`config.mk`:
```
export PLATFORM = sky130hd
export DESIGN_NAME = echo_indication_serializer_flat
export DESIGN_NICKNAME = d
export VERILOG_FILES = /design/src/rtl/echo_indication_serializer_pkg.sv /design/src/rtl/echo_indication_serializer_if.sv /design/src/rtl/echo_msg_fifo.sv /design/src/rtl/echo_indication_serializer.sv /design/src/flat_wrapper.sv
export SDC_FILE = /design/constraint.sdc
export NUM_CORES = 1
export LEC_CHECK = 0
export ABC_AREA = 1
export CAP_MARGIN = 25
export CELL_PAD_IN_SITES_DETAIL_PLACEMENT = 1
export CELL_PAD_IN_SITES_GLOBAL_PLACEMENT = 2
export CORE_MARGIN = 2
export CORE_UTILIZATION = 30
export DETAILED_ROUTE_END_ITERATION = 16
export HOLD_SLACK_MARGIN = 0.1
export MAX_ROUTING_LAYER = met4
export PLACE_DENSITY_LB_ADDON = 0.1
export SLEW_MARGIN = 0
export SYNTH_ARGS = -nofsm -noshare
export SYNTH_HDL_FRONTEND = slang
export SYNTH_HIERARCHICAL = 1
export SYNTH_SLANG_ARGS = --single-unit
```
`constraint.sdc`:
```
create_clock -name CLK -period 6.2 [get_ports CLK]
set_clock_uncertainty 0.1 [all_clocks]
set_input_delay 1.24 -clock CLK [delete_from_list [all_inputs] [get_ports CLK]]
set_output_delay 1.24 -clock CLK [all_outputs]
set_load 0.01 [all_outputs]
```
`src/rtl/echo_indication_serializer_pkg.sv`:
```
// Shared definitions for the echo indication serializer.
// Contents: packed-message field offsets, header length constant,
// word/message widths and the serializer FSM state enum.
package echo_indication_serializer_pkg;

    localparam int WORD_W    = 32;
    localparam int MSG_W     = 96;

    // Bit offsets of each field inside the packed 96-bit indication
    localparam int TAG_LSB   = 0;
    localparam int METH_LSB  = 32;
    localparam int VALUE_LSB = 64;

    // Number of words emitted per message; also the low half of the header
    localparam logic [15:0] HDR_LEN = 16'd3;

    typedef enum logic [1:0] {
        ST_HDR  = 2'd0,
        ST_METH = 2'd1,
        ST_VAL  = 2'd2
    } ser_state_t;

endpackage

```
`src/rtl/echo_indication_serializer_if.sv`:
```
// Handshake bundle for the echo indication serializer.
//   enq__ENA / enq_v / enq__RDY    : upstream message enqueue
//   word__ENA / word_v / word__RDY : downstream 32-bit word stream
// slave modport is the serializer side, master is the environment side.
interface echo_indication_serializer_if;
    import echo_indication_serializer_pkg::*;

    logic              enq__ENA;
    logic [MSG_W-1:0]  enq_v;
    logic              enq__RDY;
    logic              word__ENA;
    logic [WORD_W-1:0] word_v;
    logic              word__RDY;

    modport slave (
        input  enq__ENA, enq_v, word__RDY,
        output enq__RDY, word__ENA, word_v
    );

    modport master (
        output enq__ENA, enq_v, word__RDY,
        input  enq__RDY, word__ENA, word_v
    );

endinterface

```
`src/rtl/echo_msg_fifo.sv`:
```
// Message FIFO for the echo indication serializer.
// Ports:
//   CLK, nRST          : clock, synchronous active-low reset
//   enq, enq_data      : write strobe and data (ignored while full)
//   deq                : pop head (ignored while empty)
//   deq_data           : current head entry
//   full, empty        : occupancy flags
// DEPTH must be a power of two so the pointers wrap naturally.
module echo_msg_fifo #(
    parameter int DEPTH = 2,
    parameter int WIDTH = 96
) (
    input  logic             CLK,
    input  logic             nRST,
    input  logic             enq,
    input  logic [WIDTH-1:0] enq_data,
    input  logic             deq,
    output logic [WIDTH-1:0] deq_data,
    output logic             full,
    output logic             empty
);
    localparam int AW = (DEPTH > 1) ? $clog2(DEPTH) : 1;
    localparam int CW = $clog2(DEPTH) + 1;

    logic [WIDTH-1:0] mem [DEPTH];
    logic [AW-1:0]    wr_ptr;
    logic [AW-1:0]    rd_ptr;
    logic [CW-1:0]    count;
    logic             do_enq;
    logic             do_deq;

    assign full     = (count == CW'(DEPTH));
    assign empty    = (count == '0);
    assign do_enq   = enq && !full;
    assign do_deq   = deq && !empty;
    assign deq_data = mem[rd_ptr];

    always_ff @(posedge CLK) begin
        if (do_enq) begin
            mem[wr_ptr] <= enq_data;
        end
    end

    always_ff @(posedge CLK) begin
        if (!nRST) begin
            wr_ptr <= '0;
            rd_ptr <= '0;
            count  <= '0;
        end else begin
            if (do_enq) begin
                wr_ptr <= wr_ptr + 1'b1;
            end
            if (do_deq) begin
                rd_ptr <= rd_ptr + 1'b1;
            end
            case ({do_enq, do_deq})
                2'b10:   count <= count + 1'b1;
                2'b01:   count <= count - 1'b1;
                default: count <= count;
            endcase
        end
    end

endmodule

```
`src/rtl/echo_indication_serializer.sv`:
```
// Echo indication serializer: buffers 96-bit indications and emits each
// as three 32-bit words: header {tag[15:0], 16'd3}, meth, value.
// Ports:
//   CLK, nRST : clock, synchronous active-low reset
//   bus       : echo_indication_serializer_if.slave (enq and word handshakes)
//   msg_count, stall_count : only with ECHO_SER_COUNTERS_EN defined
//     msg_count   - messages fully emitted, wraps
//     stall_count - cycles with data pending and word__RDY low, saturates
//
// state   | meaning
// ST_HDR  | head message header word on word_v
// ST_METH | head message meth word on word_v
// ST_VAL  | head message value word on word_v, pops head on transfer
module echo_indication_serializer
    import echo_indication_serializer_pkg::*;
#(
    parameter int DEPTH = 2
) (
    input  logic CLK,
    input  logic nRST,
    echo_indication_serializer_if.slave bus
`ifdef ECHO_SER_COUNTERS_EN
    ,
    output logic [15:0] msg_count,
    output logic [15:0] stall_count
`endif
);
    ser_state_t        state_q;
    ser_state_t        state_d;
    logic [MSG_W-1:0]  head;
    logic              fifo_full;
    logic              fifo_empty;
    logic              word_ena;
    logic              pop;
    logic [WORD_W-1:0] word_mux;
    logic              unused_tag_hi;

    echo_msg_fifo #(
        .DEPTH (DEPTH),
        .WIDTH (MSG_W)
    ) u_fifo (
        .CLK      (CLK),
        .nRST     (nRST),
        .enq      (bus.enq__ENA),
        .enq_data (bus.enq_v),
        .deq      (pop),
        .deq_data (head),
        .full     (fifo_full),
        .empty    (fifo_empty)
    );

    // Only the low half of the tag goes into the header
    assign unused_tag_hi = ^head[TAG_LSB+16 +: 16];

    // Gated by nRST so both strobes are low throughout reset
    assign bus.enq__RDY  = nRST && !fifo_full;
    assign word_ena      = nRST && !fifo_empty && bus.word__RDY;
    assign bus.word__ENA = word_ena;
    assign bus.word_v    = fifo_empty ? '0 : word_mux;

    always_ff @(posedge CLK) begin
        if (!nRST) begin
            state_q <= ST_HDR;
        end else begin
            state_q <= state_d;
        end
    end

    always_comb begin
        state_d  = state_q;
        word_mux = '0;
        pop      = 1'b0;
        case (state_q)
            ST_HDR: begin
                word_mux = {head[TAG_LSB +: 16], HDR_LEN};
                if (word_ena) state_d = ST_METH;
            end
            ST_METH: begin
                word_mux = head[METH_LSB +: WORD_W];
                if (word_ena) state_d = ST_VAL;
            end
            ST_VAL: begin
                word_mux = head[VALUE_LSB +: WORD_W];
                if (word_ena) begin
                    state_d = ST_HDR;
                    pop     = 1'b1;
                end
            end
            default: state_d = ST_HDR;
        endcase
    end

`ifdef ECHO_SER_COUNTERS_EN
    always_ff @(posedge CLK) begin
        if (!nRST) begin
            msg_count   <= '0;
            stall_count <= '0;
        end else begin
            if (pop) begin
                msg_count <= msg_count + 16'd1;
            end
            if (!fifo_empty && !bus.word__RDY && (stall_count != 16'hFFFF)) begin
                stall_count <= stall_count + 16'd1;
            end
        end
    end
`endif

endmodule

```
`src/flat_wrapper.sv`:
```
// flat-port wrapper written by rule: the top's interface ports become plain ports
module echo_indication_serializer_flat import echo_indication_serializer_pkg::*;
#(
    parameter int DEPTH = 2
)
  (CLK, nRST, bus_enq__ENA, bus_enq_v, bus_word__RDY, bus_enq__RDY, bus_word__ENA, bus_word_v);
  echo_indication_serializer_if bus_i ();
  input  logic CLK;
  input  logic nRST;
  input wire logic [$bits(bus_i.enq__ENA)-1:0] bus_enq__ENA;
  input wire logic [$bits(bus_i.enq_v)-1:0] bus_enq_v;
  input wire logic [$bits(bus_i.word__RDY)-1:0] bus_word__RDY;
  output wire logic [$bits(bus_i.enq__RDY)-1:0] bus_enq__RDY;
  output wire logic [$bits(bus_i.word__ENA)-1:0] bus_word__ENA;
  output wire logic [$bits(bus_i.word_v)-1:0] bus_word_v;
  assign bus_i.enq__ENA = bus_enq__ENA;
  assign bus_i.enq_v = bus_enq_v;
  assign bus_i.word__RDY = bus_word__RDY;
  assign bus_enq__RDY = bus_i.enq__RDY;
  assign bus_word__ENA = bus_i.word__ENA;
  assign bus_word_v = bus_i.word_v;
  echo_indication_serializer #(.DEPTH(DEPTH)) u_core (.CLK(CLK), .nRST(nRST), .bus(bus_i));
endmodule
```
==> reports/results.tsv <==
stage	metric	value	unit
outcome	status	finished clean	
setup_path	crit_path_cell_trace	inv_1 > nand2_1 > inv_1 > inv_2 > nand3_1 > inv_1 > clkdlybuf4s50_1	
clock_network	ctsHoldBuffers	0	
setup_path	end_kind	primary output	
routing	wirelength	16500	um
synthesis	yosysWarnings	6	
setup_path	reg2reg_depth	14	
layout	area_delta_synth_final	27.7	%
sta	rsz0062_at_grt	no	
sta	worst_pin_slew	0.948	ns
placement	io_buffers	117	
setup_path	crit_family	buffers and inverters	
layout	fillers	2428	
grt	antenna_found_initial	1	
clock_network	cts_resized	0	
placement	dp.cells	894	
setup_path	r2r-start	u_core/u_fifo/count[0]	
placement	hpwl	9950	um
clock_network	htreeDepth	4	
min_path	min_path_type	reg2reg	
power	power.leakage	3.27	nW
routing	vias	4090	
grt	grt_pass1_vias	4629	
sta	period_share	0.713	
grt	grt_usage	0.142	
min_path	worstHoldEndpoint	u_core/u_fifo/rd_ptr	
layout	multi_input_area	1890	um2
sta	layout_min_cycle_time	4.42	ns
clock_network	cts.sinks	167	
setup_path	path_class	reg2out	
sta	setup_slack	1.78	ns
layout	regArea	4950	um2
clock_network	tritoncts	built	
clock_network	clock-root-buffer	clkbuf_16	
layout	stdcell_count	928	
synthesis	avgSynthCellArea	15.2	um2
setup_path	startpoint_type	flop	
routing	drtPass1Iterations	4	
sta	fin_hold_ws	0.395	ns
setup_path	arrival	3.08	ns
routing	postRouteAntennaNets	0	
clock_network	cts_buffers	17	
routing	routedWlPerCell	17.8	um
placement	gp_congestion	0.675	
layout	stdcell_area	9190	um2
synthesis	netlist_instances	474	
power	ir_drop	0.137	mV
synthesis	synth_nets	575	
sta	maxSlewViolCount	0	
sta	finalHoldViolations	0	
sta	slew-limit-headroom	0.368	
grt	grt_max_degree	72	
setup_path	required	4.86	ns
floorplanning	die_h	159	um
flow_run	cap_violations	0	
grt	grt_pass1_wl	26200	um
grt	grt-ovfl-total	0	
setup_path	worst-path-buf-inv	5	
clock_network	insertion_delay	0.41	ns
clock_network	post-cts-setup-buffers	0	
floorplanning	die_area	25200	um2
clock_network	cts.clk_slew.worst_paths	0.06	ns
floorplanning	floorplan.die.width	159	um
routing	drc	0	
setup_path	cpPeakStageDelay	0.69	ns
power	powerDensity	286	nW/um2
floorplanning	row_count	56	
routing	viasPerCell	4.41	
synthesis	syn_area	7200	um2
routing	initialDrtViolationCount	167	
sta	tns	0	ns
placement	pre_cts_ws	1.95	ns
layout	nets	696	
setup_path	slowest_stage	inv_1	
sta	setup_viol	0	
setup_path	crit_top_cell	inv_1	
layout	drive_above_1_share	0.238	
floorplanning	coreArea	23500	um2
setup_path	worst_r2r_endpoint	u_core/u_fifo/count[1]	
placement	placed_cell_area	8600	um2
setup_path	crit_fanout	19	
floorplanning	initial_core_util	0.306	
floorplanning	io_pins	134	
min_path	whs_path_depth	2	
clock_network	clockBufferDepth	2	
sta	max_freq	0.226	GHz
setup_path	rrSetupSlack	2.99	ns
min_path	min_from	u_core/u_fifo/rd_ptr	
-- placed cells by master (no fill, tap or decap), types with 2 or more instances in the layout --
| cell | count |
|---|---|
| nand3_1 | 52 |
| nor2_1 | 18 |
| edfxtp_1 | 160 |
| a21oi_1 | 5 |
| dfxtp_1 | 6 |
| nor2_4 | 2 |
| inv_1 | 29 |
| clkdlybuf4s50_1 | 117 |
| clkbuf_16 | 17 |
| clkinv_1 | 3 |
| clkinv_2 | 2 |
| buf_4 | 5 |
| mux2_4 | 40 |
| inv_6 | 5 |
| nand2_2 | 10 |
| a21oi_2 | 10 |
| mux2_2 | 40 |
| clkinvlp_4 | 4 |
| inv_4 | 2 |
| nand2_1 | 69 |
-- per-layer routing --
metal,part of all wire,vias to the layer above,wire length [um],global-route usage
met4,0.013,0,207,0.0471
met5,0,-,0,-
met1,0.47,2051,7740,0.174
li1,-,1947,-,-
met3,0.032,16,525,0.0308
met2,0.49,76,8030,0.233
-- stage by stage --
step	total power, mW	utilization
after floorplan	1.51	-
after global placement	1.64	0.365
after detailed placement	1.65	0.365
after CTS	2.67	0.389
after global routing	2.74	0.390
final	2.62	0.390
-- worst min-delay path, delay by kind of cell (launching register included) --
kind	cells	cell delay, ns
AND/OR/NAND/NOR	2	0.13
flip-flops	1	0.33
-- worst max path at each step --
stage | startpoint | to | cells after the start
2_1_floorplan | bus_enq__ENA | u_core/u_fifo/mem[0][0] | 4
3_5_place_dp | nRST | bus_word__ENA | 4
4_1_cts | u_core/u_fifo/count[0] | bus_word__ENA | 7
6_report | u_core/u_fifo/count[0] | bus_word__ENA | 7
3_3_place_gp | nRST | bus_word__ENA | 4
5_1_grt | u_core/u_fifo/count[0] | bus_word__ENA | 7
-- registers in the layout, summed over array words and instances (netlist names), named ones only --
name	flops
u_core/u_fifo/mem	160
u_core/u_fifo/wr_ptr	1
u_core/u_fifo/rd_ptr	1
u_core/state_q	2
u_core/u_fifo/count	2
-- area by class of cell --
type / instances / area share
Antenna cell: 1 / 0.000272
Clock buffer: 18 / 0.0467
Clock inverter: 14 / 0.0135
Inverter: 34 / 0.0150
Multi-Input combinational cell: 251 / 0.206
Sequential cell: 167 / 0.539
Tap cell: 319 / 0.0434
Timing Repair Buffer: 124 / 0.137
-- power breakdown --
part | total [mW] | internal (mW) | switching [mW]
sequential | 1.33 | 1.31 | 0.0166
combinational | 0.290 | 0.139 | 0.151
clock | 1.00 | 0.556 | 0.448
Power figures use the tool's default switching activity.
